**src/rtl/seg4_scan_driver_pkg.sv**
```systemverilog
// Shared constants and types for the 4-digit 7-segment scan driver.
// Glyphs are active-low {a,b,c,d,e,f,g}.
package seg4_scan_driver_pkg;

  localparam logic [6:0] SEG_OFF = 7'h7F;
  localparam logic [3:0] DIG_OFF = 4'hF;

  localparam logic [6:0] GLYPH_0 = 7'h01;
  localparam logic [6:0] GLYPH_1 = 7'h4F;
  localparam logic [6:0] GLYPH_2 = 7'h12;
  localparam logic [6:0] GLYPH_3 = 7'h06;
  localparam logic [6:0] GLYPH_4 = 7'h4C;
  localparam logic [6:0] GLYPH_5 = 7'h24;
  localparam logic [6:0] GLYPH_6 = 7'h20;
  localparam logic [6:0] GLYPH_7 = 7'h0F;
  localparam logic [6:0] GLYPH_8 = 7'h00;
  localparam logic [6:0] GLYPH_9 = 7'h04;
  localparam logic [6:0] GLYPH_A = 7'h08;
  localparam logic [6:0] GLYPH_B = 7'h60;
  localparam logic [6:0] GLYPH_C = 7'h31;
  localparam logic [6:0] GLYPH_D = 7'h42;
  localparam logic [6:0] GLYPH_E = 7'h30;
  localparam logic [6:0] GLYPH_F = 7'h38;

  // One display word: per-digit decimal points plus four hex nibbles.
  typedef struct packed {
    logic [3:0]  dp;
    logic [15:0] data;
  } disp_word_t;

endpackage

```
**src/rtl/seg4_scan_driver_if.sv**
```systemverilog
// Load-side bus of the scan driver: value/decimal-point capture strobe and the
// frame_start pulse returned to the upstream stage.
interface seg4_scan_driver_if;
  logic [15:0] data_in;
  logic [3:0]  dp_in;
  logic        data_load;
  logic        frame_start;

  modport master (
    output data_in,
    output dp_in,
    output data_load,
    input  frame_start
  );

  modport slave (
    input  data_in,
    input  dp_in,
    input  data_load,
    output frame_start
  );
endinterface

```
**src/rtl/hex_to_seg7.sv**
```systemverilog
// Combinational hex nibble to active-low 7-segment glyph decoder.
module hex_to_seg7
  import seg4_scan_driver_pkg::*;
(
  input  logic [3:0] nibble,
  output logic [6:0] glyph
);

  always_comb begin
    glyph = SEG_OFF;
    unique case (nibble)
      4'h0: glyph = GLYPH_0;
      4'h1: glyph = GLYPH_1;
      4'h2: glyph = GLYPH_2;
      4'h3: glyph = GLYPH_3;
      4'h4: glyph = GLYPH_4;
      4'h5: glyph = GLYPH_5;
      4'h6: glyph = GLYPH_6;
      4'h7: glyph = GLYPH_7;
      4'h8: glyph = GLYPH_8;
      4'h9: glyph = GLYPH_9;
      4'hA: glyph = GLYPH_A;
      4'hB: glyph = GLYPH_B;
      4'hC: glyph = GLYPH_C;
      4'hD: glyph = GLYPH_D;
      4'hE: glyph = GLYPH_E;
      4'hF: glyph = GLYPH_F;
    endcase
  end

endmodule

```
**src/rtl/seg4_scan_driver.sv**
```systemverilog
// Time-multiplexed 4-digit 7-segment driver with frame-synchronous double buffering,
// per-slot anti-ghosting guard and optional leading-zero blanking.
module seg4_scan_driver
  import seg4_scan_driver_pkg::*;
#(
  parameter int unsigned DIG_PERIOD = 50000,
  parameter int unsigned GUARD      = 16,
  parameter bit          BLANK_LZ   = 1'b1
) (
  input  logic               FPGA_CLK,
  input  logic               RESET_BUT,
  seg4_scan_driver_if.slave  load_bus,
  output logic [6:0]         seg_n,
  output logic               dot_n,
  output logic [3:0]         dig_n
);

  localparam int unsigned CntW = (DIG_PERIOD > 1) ? $clog2(DIG_PERIOD) : 1;
  localparam logic [CntW-1:0] SlotLast = CntW'(DIG_PERIOD - 1);
  localparam logic [CntW-1:0] GuardCnt = CntW'(GUARD);

  logic [CntW-1:0] slot_cnt_q, slot_cnt_d;
  logic [1:0]      dig_idx_q, dig_idx_d;
  disp_word_t      pend_q, pend_d;
  disp_word_t      disp_q, disp_d;
  logic            pend_vld_q, pend_vld_d;
  logic            frame_start_q, frame_start_d;
  logic [6:0]      seg_q, seg_d;
  logic            dot_q, dot_d;
  logic [3:0]      dig_q, dig_d;

  logic            slot_end;
  logic            frame_end;
  disp_word_t      load_word;
  logic [3:0]      cur_nibble;
  logic            cur_dp;
  logic [6:0]      cur_glyph;
  logic [3:0]      lz_vec;
  logic            in_guard;
  logic            blank;

  hex_to_seg7 u_hex_to_seg7 (
    .nibble (cur_nibble),
    .glyph  (cur_glyph)
  );

  assign load_word = '{dp: load_bus.dp_in, data: load_bus.data_in};
  assign slot_end  = (slot_cnt_q == SlotLast);
  assign frame_end = slot_end && (dig_idx_q == 2'd3);

  // Slot timing and the pend -> disp double buffer.
  always_comb begin
    slot_cnt_d    = slot_end ? '0 : slot_cnt_q + 1'b1;
    dig_idx_d     = slot_end ? dig_idx_q + 2'd1 : dig_idx_q;
    pend_d        = pend_q;
    pend_vld_d    = pend_vld_q;
    disp_d        = disp_q;
    frame_start_d = 1'b0;
    if (frame_end) begin
      // A load on the boundary itself bypasses pend and lands in this frame.
      if (load_bus.data_load) begin
        disp_d = load_word;
      end else if (pend_vld_q) begin
        disp_d = pend_q;
      end
      frame_start_d = load_bus.data_load || pend_vld_q;
      pend_vld_d    = 1'b0;
    end else if (load_bus.data_load) begin
      pend_d     = load_word;
      pend_vld_d = 1'b1;
    end
  end

  // lz_vec[k]: nibbles k..3 and dp bits k..3 are all zero.
  always_comb begin
    lz_vec[3] = (disp_q.data[15:12] == 4'h0) && !disp_q.dp[3];
    lz_vec[2] = lz_vec[3] && (disp_q.data[11:8] == 4'h0) && !disp_q.dp[2];
    lz_vec[1] = lz_vec[2] && (disp_q.data[7:4] == 4'h0) && !disp_q.dp[1];
    lz_vec[0] = lz_vec[1] && (disp_q.data[3:0] == 4'h0) && !disp_q.dp[0];
  end

  always_comb begin
    cur_nibble = disp_q.data[{dig_idx_q, 2'b00} +: 4];
    cur_dp     = disp_q.dp[dig_idx_q];
    in_guard   = (slot_cnt_q < GuardCnt);
    blank      = BLANK_LZ && (dig_idx_q != 2'd0) && lz_vec[dig_idx_q];
    seg_d      = SEG_OFF;
    dot_d      = 1'b1;
    dig_d      = DIG_OFF;
    if (!in_guard) begin
      dig_d = ~(4'b0001 << dig_idx_q);
      if (!blank) begin
        seg_d = cur_glyph;
        dot_d = ~cur_dp;
      end
    end
  end

  always_ff @(posedge FPGA_CLK) begin
    if (RESET_BUT) begin
      slot_cnt_q    <= '0;
      dig_idx_q     <= 2'd0;
      pend_q        <= '0;
      disp_q        <= '0;
      pend_vld_q    <= 1'b0;
      frame_start_q <= 1'b0;
      seg_q         <= SEG_OFF;
      dot_q         <= 1'b1;
      dig_q         <= DIG_OFF;
    end else begin
      slot_cnt_q    <= slot_cnt_d;
      dig_idx_q     <= dig_idx_d;
      pend_q        <= pend_d;
      disp_q        <= disp_d;
      pend_vld_q    <= pend_vld_d;
      frame_start_q <= frame_start_d;
      seg_q         <= seg_d;
      dot_q         <= dot_d;
      dig_q         <= dig_d;
    end
  end

  assign seg_n                = seg_q;
  assign dot_n                = dot_q;
  assign dig_n                = dig_q;
  assign load_bus.frame_start = frame_start_q;

endmodule

```
**src/flat_wrapper.sv**
```systemverilog
// flat-port wrapper written by rule: the top's interface ports become plain ports
module seg4_scan_driver_flat import seg4_scan_driver_pkg::*;
#(
  parameter int unsigned DIG_PERIOD = 50000,
  parameter int unsigned GUARD      = 16,
  parameter bit          BLANK_LZ   = 1'b1
)
  (FPGA_CLK, RESET_BUT, seg_n, dot_n, dig_n, load_bus_data_in, load_bus_dp_in, load_bus_data_load, load_bus_frame_start);
  seg4_scan_driver_if load_bus_i ();
  input  logic FPGA_CLK;
  input  logic RESET_BUT;
  output logic [6:0] seg_n;
  output logic dot_n;
  output logic [3:0] dig_n;
  input wire logic [$bits(load_bus_i.data_in)-1:0] load_bus_data_in;
  input wire logic [$bits(load_bus_i.dp_in)-1:0] load_bus_dp_in;
  input wire logic [$bits(load_bus_i.data_load)-1:0] load_bus_data_load;
  output wire logic [$bits(load_bus_i.frame_start)-1:0] load_bus_frame_start;
  assign load_bus_i.data_in = load_bus_data_in;
  assign load_bus_i.dp_in = load_bus_dp_in;
  assign load_bus_i.data_load = load_bus_data_load;
  assign load_bus_frame_start = load_bus_i.frame_start;
  seg4_scan_driver #(.DIG_PERIOD(DIG_PERIOD), .GUARD(GUARD), .BLANK_LZ(BLANK_LZ)) u_core (.FPGA_CLK(FPGA_CLK), .RESET_BUT(RESET_BUT), .load_bus(load_bus_i), .seg_n(seg_n), .dot_n(dot_n), .dig_n(dig_n));
endmodule
```
**config.mk**
```make
export PLATFORM = sky130hd
export DESIGN_NAME = seg4_scan_driver_flat
export DESIGN_NICKNAME = d
export VERILOG_FILES = /design/src/rtl/seg4_scan_driver_pkg.sv /design/src/rtl/seg4_scan_driver_if.sv /design/src/rtl/hex_to_seg7.sv /design/src/rtl/seg4_scan_driver.sv /design/src/flat_wrapper.sv
export SDC_FILE = /design/constraint.sdc
export NUM_CORES = 1
export LEC_CHECK = 0
export ABC_AREA = 0
export CAP_MARGIN = 10
export CELL_PAD_IN_SITES_DETAIL_PLACEMENT = 1
export CELL_PAD_IN_SITES_GLOBAL_PLACEMENT = 2
export CORE_ASPECT_RATIO = 1.1
export CORE_MARGIN = 3
export CORE_UTILIZATION = 33
export CTS_CLUSTER_SIZE = 14
export DETAILED_ROUTE_END_ITERATION = 10
export PLACE_DENSITY = 0.73
export SETUP_SLACK_MARGIN = 0.05
export SLEW_MARGIN = 40
export SYNTH_ARGS = -nofsm -noshare
export SYNTH_HDL_FRONTEND = slang
export SYNTH_SLANG_ARGS = --single-unit
```
**constraint.sdc**
```tcl
create_clock -name FPGA_CLK -period 2.01 [get_ports FPGA_CLK]
set_input_delay 0.402 -clock FPGA_CLK [delete_from_list [all_inputs] [get_ports FPGA_CLK]]
set_output_delay 0.402 -clock FPGA_CLK [all_outputs]
set_load 0.1 [all_outputs]
```
After elaboration in Yosys (flattened, before gate mapping). Memories as Yosys holds them, arrays and structs flattened. A register that Yosys moved wholly into a read port is not among the register bits. Cells that the tools add are included.

Memories: 1. Input port bits: 23. ROM bits: 112. Output and inout port bits: 13. Flip-flop bits (word level): 65.

Memory list: (no name shown) (depth 16, bits a word 7, rd ports 1, clocked after memory_dff 1, write ports 0, RTL line hex_to_seg7.sv:11) `unique case (nibble)`.

Add/subtract/negate cells: 2. Reduce and logical (&&, ||, !) cells: 27. Eq/ne operators: 2. Bitwise gates (word level): 3. Muxes and demuxes: 6. Order comparisons: 2. Shifts and indexed selects: 2.

Operator list (number): 20-bit 2-to-1 mux (2); 16-bit by 1-bit adder with 16-bit output, second input constant (1); 16-bit == test, second input constant (1); 4-bit logical NOT (4); 16-bit by 5-bit < comparator with 1-bit output, second input constant (1); 16-bit by 5-bit variable part select with 4-bit output (1); 1-bit logical AND (9); 2-bit OR reduction (4); 1-bit binary-select mux with 2-bit select (2); 1-bit logical NOT (4); 4-bit inverter (1); 2-bit AND reduction (2); 2-bit nonzero test (2); 1-bit by 2-bit left shift with 4-bit output, first input constant (1); 2-bit by 3-bit < comparator with 1-bit output, second input constant (1); 3-bit OR reduction (1); 2-bit by 1-bit adder with 2-bit output, second input constant (1); 2-bit == test, second input constant (1); 1-bit 2-to-1 mux (2); 1-bit inverter (2); 1-bit logical OR (1).

Depth between registers and ports, before layout.
Word-level depth: 12. Gate-level depth with buffers: 8.

Hierarchy. Synthesis repeated with hierarchy kept, for this count alone.

Cells, all modules: 399. Area total of the unflattened synthesis: 3701.0 µm².

By module, submodules not included: seg4_scan_driver (instances 1, cells each 367, area an instance 3427.0 µm²); hex_to_seg7 (instances 1, cells each 32, area an instance 274.0 µm²).

Worst setup path before layout. Ideal clock, no wire load.

Kind: reg2reg. Start point: register u_core.dig_idx_q[0]. End point: register u_core.seg_q[5] (netlist: u_core.seg_n[5]). Arrival: 1794 ps. Period minus slack after synthesis: 1917 ps. Required time: 1886 ps. Slack: 93 ps. Stages on the path, launching flop included: 9. Cells stage by stage: dfxtp_1 -> buf_2 -> mux4_2 -> inv_1 -> ha_1 -> inv_1 -> mux2i_1 -> a32oi_1 -> nand2_1.

Word-level cells in the longest chain between the ends: 4.

RTL lines: start, declared (RTL line seg4_scan_driver.sv:23) `logic [1:0] dig_idx_q, dig_idx_d;`; start signal, assigned (RTL line seg4_scan_driver.sv:112) `dig_idx_q <= dig_idx_d;`; 1-bit binary-select mux with 2-bit select (RTL line seg4_scan_driver.sv:86) `blank = BLANK_LZ && (dig_idx_q != 2'd0) && lz_vec[dig_idx_q];`; 1-bit 2-to-1 mux (not written as such) (RTL line seg4_scan_driver.sv:86); 1-bit logical AND (RTL line seg4_scan_driver.sv:86); 3-bit OR reduction (no source line); end, declared (RTL line seg4_scan_driver.sv:28) `logic [6:0] seg_q, seg_d;`.

Parallel ways exist; a longest one is shown, timed or not. The select of a mux whose other input is x is not followed. A chain may end at the register's enable or synchronous reset.

Worst setup path in the final report.
Start point: register u_core.slot_cnt_q[0]. End point: register u_core.disp_q[10] (netlist name).

Word-level cells in the longest chain between the ends: 3.

RTL lines: start, declared (RTL line seg4_scan_driver.sv:22) `logic [CntW-1:0] slot_cnt_q, slot_cnt_d;`; start signal, assigned (RTL line seg4_scan_driver.sv:111) `slot_cnt_q <= slot_cnt_d;`; 16-bit == test (RTL line seg4_scan_driver.sv:48) `assign slot_end = (slot_cnt_q == SlotLast);`; 1-bit logical AND (RTL line seg4_scan_driver.sv:49) `assign frame_end = slot_end && (dig_idx_q == 2'd3);`; 2-bit AND reduction (no source line); end signal, assigned (RTL line seg4_scan_driver.sv:114) `disp_q <= disp_d;`; end, declared (RTL line seg4_scan_driver.sv:25) `disp_word_t disp_q, disp_d;`.

No other way between the ends.

==> summary.txt <==
Clock tree
  • Worst-path clk slew: about 80 ps
  • CTS tree: done
  • CTS buffer count: 9
  • Clk root buf: clkbuf_8
  • Clk_lat worst skew: 350 ps
  • Number of H-tree levels: 3
  • Worst-case clock buffer depth: 2
  • Clock net sink count: 72

Power
  • Internal power: between 2000 and 2500 uW
  • Switching share of total power: 21.8%
  • Largest vdd supply drop: approximately 0.3 mV
  • Pwr dens: roughly 710 nW/um^2
  • Clock network fraction of total power: a little under half
  • Net Switching: 678 uW
  • Pwr Total: approximately 3100 uW
  • Logic pwr share: between 7 and 8%
  • Seq pwr share: roughly 47%
  • Leakage power: between 0.0015 and 0.002 uW

Routing
  • Via Count: 2,519
  • Drt total wl: roughly 8.2 mm
  • WL/cell: 16.2 um
  • Antenna-violating nets left: 0
  • DR DRC count: 0
  • Iter 0 DRT Violations: 81
  • Initial DRT Pass Iterations: 4
  • Via/cell ratio: roughly 5

Setup path
  • Worst endpoint data arrival time: between 2000 and 2500 ps
  • R2R setup slack: 70 ps
  • Worst setup EP type: flop
  • FF-to-FF End: u_core.disp_q[10]
  • Critical Path RT: 2220 ps
  • WS Path Type: reg2reg
  • Critical Path Fanout Max: 10
  • Crit path launch type: flop
  • R2R depth: 8
  • Reg2reg start: u_core.slot_cnt_q[0]

Placement
  • GP Congestion: 0.727
  • Placed insts: ~470
  • PortBufs: 35
  • Final HPWL from detailed placement: between 5 and 6 mm
  • Placed cell areas: 3830 um^2

Floorplan
  • Die area: 11,400 um^2
  • I/O pin total: 36
  • Initial Util: 34.7%
  • Die X: 102 um
  • Row count: 37
  • Core area: 9630 um^2
  • Die height: 112 um

Run status
  • Outcome: complete, no violations

Min path
  • Worst min path class: in2reg
  • Hold Crit Depth: 3
  • Hold Path Sink: u_core.slot_cnt_q[1]
  • Min-Delay Startpoint: RESET_BUT

STA
  • Max Fclk: 514 MHz
  • Final hold violations: 0
  • Slew margin rel.: 58.0%
  • Crit path time final: 1940 ps
  • Final number of setup-violating endpoints: 0
  • Tcrit/Tclk final: between 90% and 100%
  • Worst Hold Slack: ~410 ps
  • Worst-margin pin slew: 630 ps
  • Fin. max-slew vios: 0
  • Final Skew: 12.2 ps
  • Setup repair after global routing missed its margin: true

Global routing
  • Number of global-route vias before repair: 2,586
  • Remaining Overflow, GRT: 0
  • Largest net degree at the start of global routing: 46
  • First-pass GRT wire length: 13.2 mm
  • Total track usage: 14.8%
  • Initial antenna violation count: 0

Synth
  • Leading area contributor after synthesis: dfxtp_1
  • Synth top area cells: dfxtp_1 43%, mux2i_1 13%, a211oi_2 7.5%, nor2_1 7.2%, ha_1 4.1%
  • Post-synth EDFFs: 0
  • Syn_nets: 360
  • Library cells used by synthesis: 38
  • Post-Synthesis Cells: 326
  • Area share of the largest cell type after synthesis: 43.1%
  • Synth Cell Area: 3350 um^2
  • Post-synth top cells: 72 x dfxtp_1, 64 x nor2_1, 44 x mux2i_1
  • Synth Area per Inst: 10.3 um^2
  • FF+latch count, synth: between 70 and 80
  • Sequential share of the synthesized area: 43.1%
  • Ys Warns: 0
  • Most common cell in the netlist: dfxtp_1
  • Top FF cell, synth: dfxtp_1
  • Share of flip-flops with an asynchronous set or reset: 0%

Finish
  • Ant diodes: 0
  • Finished Cell Area: 4410 um^2
  • Core Util, Final: around 46%
  • Non-filler cells, final: just over 500
  • Fin nets: between 400 and 500
  • Layout cells sized above 1: 28.3%
  • Area growth from synthesis to final layout: 31.9%

Flow run
  • Max-cap check violation count: 0
[flip-flops by register name, indices dropped and copies added (netlist names)]
signal / count
u_core.disp_q: 20
u_core.pend_q: 20
u_core.slot_cnt_q: 16
u_core.seg_n: 7
u_core.dig_n: 4
u_core.dig_idx_q: 2
u_core.dot_n: 1
u_core.load_bus.frame_start: 1
u_core.pend_vld_q: 1
[final cells by class]
class / instances / area (um^2)
multi-input cells: 225 / 1820
well taps: 117 / 146
fillers: 1073 / 5220
clock inverters: 5 / 104
repair buffers: 66 / 719
clock buffers: 11 / 141
flip-flops and latches: 72 / 1450
inverters: 10 / 37.5
[layer usage]
layer	track usage, %	vias to the layer above	share of wire, %
met5	0	-	0
met4	4.55	0	1.0
met2	22.5	36	46
met3	4.14	9	3.1
li1	-	1256	-
met1	20.3	1218	50
[per-stage QoR]
step                setup slack (ps)  setup TNS, ps
finish                          66.0              0
floorplan                       92.6              0
detailed placement              1.20              0
global placement                47.9              0
global route                   -7.19          -16.0
CTS                             70.8              0
[critical path: stages, from the launching register on]
cell,delay (ps)
dfxtp_2,360
ha_4,150
nand3_4,80
or3_4,370
buf_6,140
nor4_4,140
buf_6,180
bufbuf_16,290
a211oi_2,70
[worst max path at each step]
stage,start,to,cells past startpoint
floorplan,u_core.dig_idx_q[0],u_core.seg_n[5],8
global placement,u_core.slot_cnt_q[11],u_core.load_bus.frame_start,4
detailed placement,u_core.slot_cnt_q[1],u_core.pend_q[17],7
CTS,u_core.slot_cnt_q[0],u_core.disp_q[10],9
global route,u_core.slot_cnt_q[0],u_core.disp_q[13],8
finish,u_core.slot_cnt_q[0],u_core.disp_q[10],8
[power by group through the flow]
| stage | sequential [uW] | clock, uW | combinational [uW] |
|---|---|---|---|
| floorplan | 1500 | 0 | 119 |
| global placement | 1500 | 0 | 194 |
| detailed placement | 1510 | 0 | 196 |
| CTS | 1470 | 1460 | 223 |
| global route | 1480 | 1530 | 248 |
| finish | 1470 | 1410 | 228 |
[cells in the final DEF (no fill, tap or decap), types with 5 or more instances in the layout]
cell type	n
a211oi_2	20
clkdlybuf4s50_1	21
clkbuf_8	10
mux2i_1	44
xnor2_1	6
xor2_1	9
nor2_4	5
mux4_2	5
ha_1	9
inv_1	9
dfxtp_1	68
buf_4	30
nand2_1	16
buf_6	5
nor2_1	58
nand3_1	6
[cells by family after synthesis]
logic type,after synthesis,synth area share (%)
and+or+nand+nor,112,15.7
DFF,72,43.1
muxes,51,17.2
AOI/OAI and AO/OA,36,11.3
buffers and inverters,29,4.71
xor gates and xnor gates,15,3.93
adders and majority gates,11,4.11
[timing repair]
| item | 4_1_cts | 5_1_grt |
|---|---|---|
| resized for setup | 10 | 18 |
| endpoints found under the setup margin | 39 | 45 |
| hold buffers | 0 | 0 |
| gates cloned | 4 | 3 |
| buffers inserted | 6 | 3 |
| pin swaps | 2 | 5 |
Power figures use the tool's default switching activity.
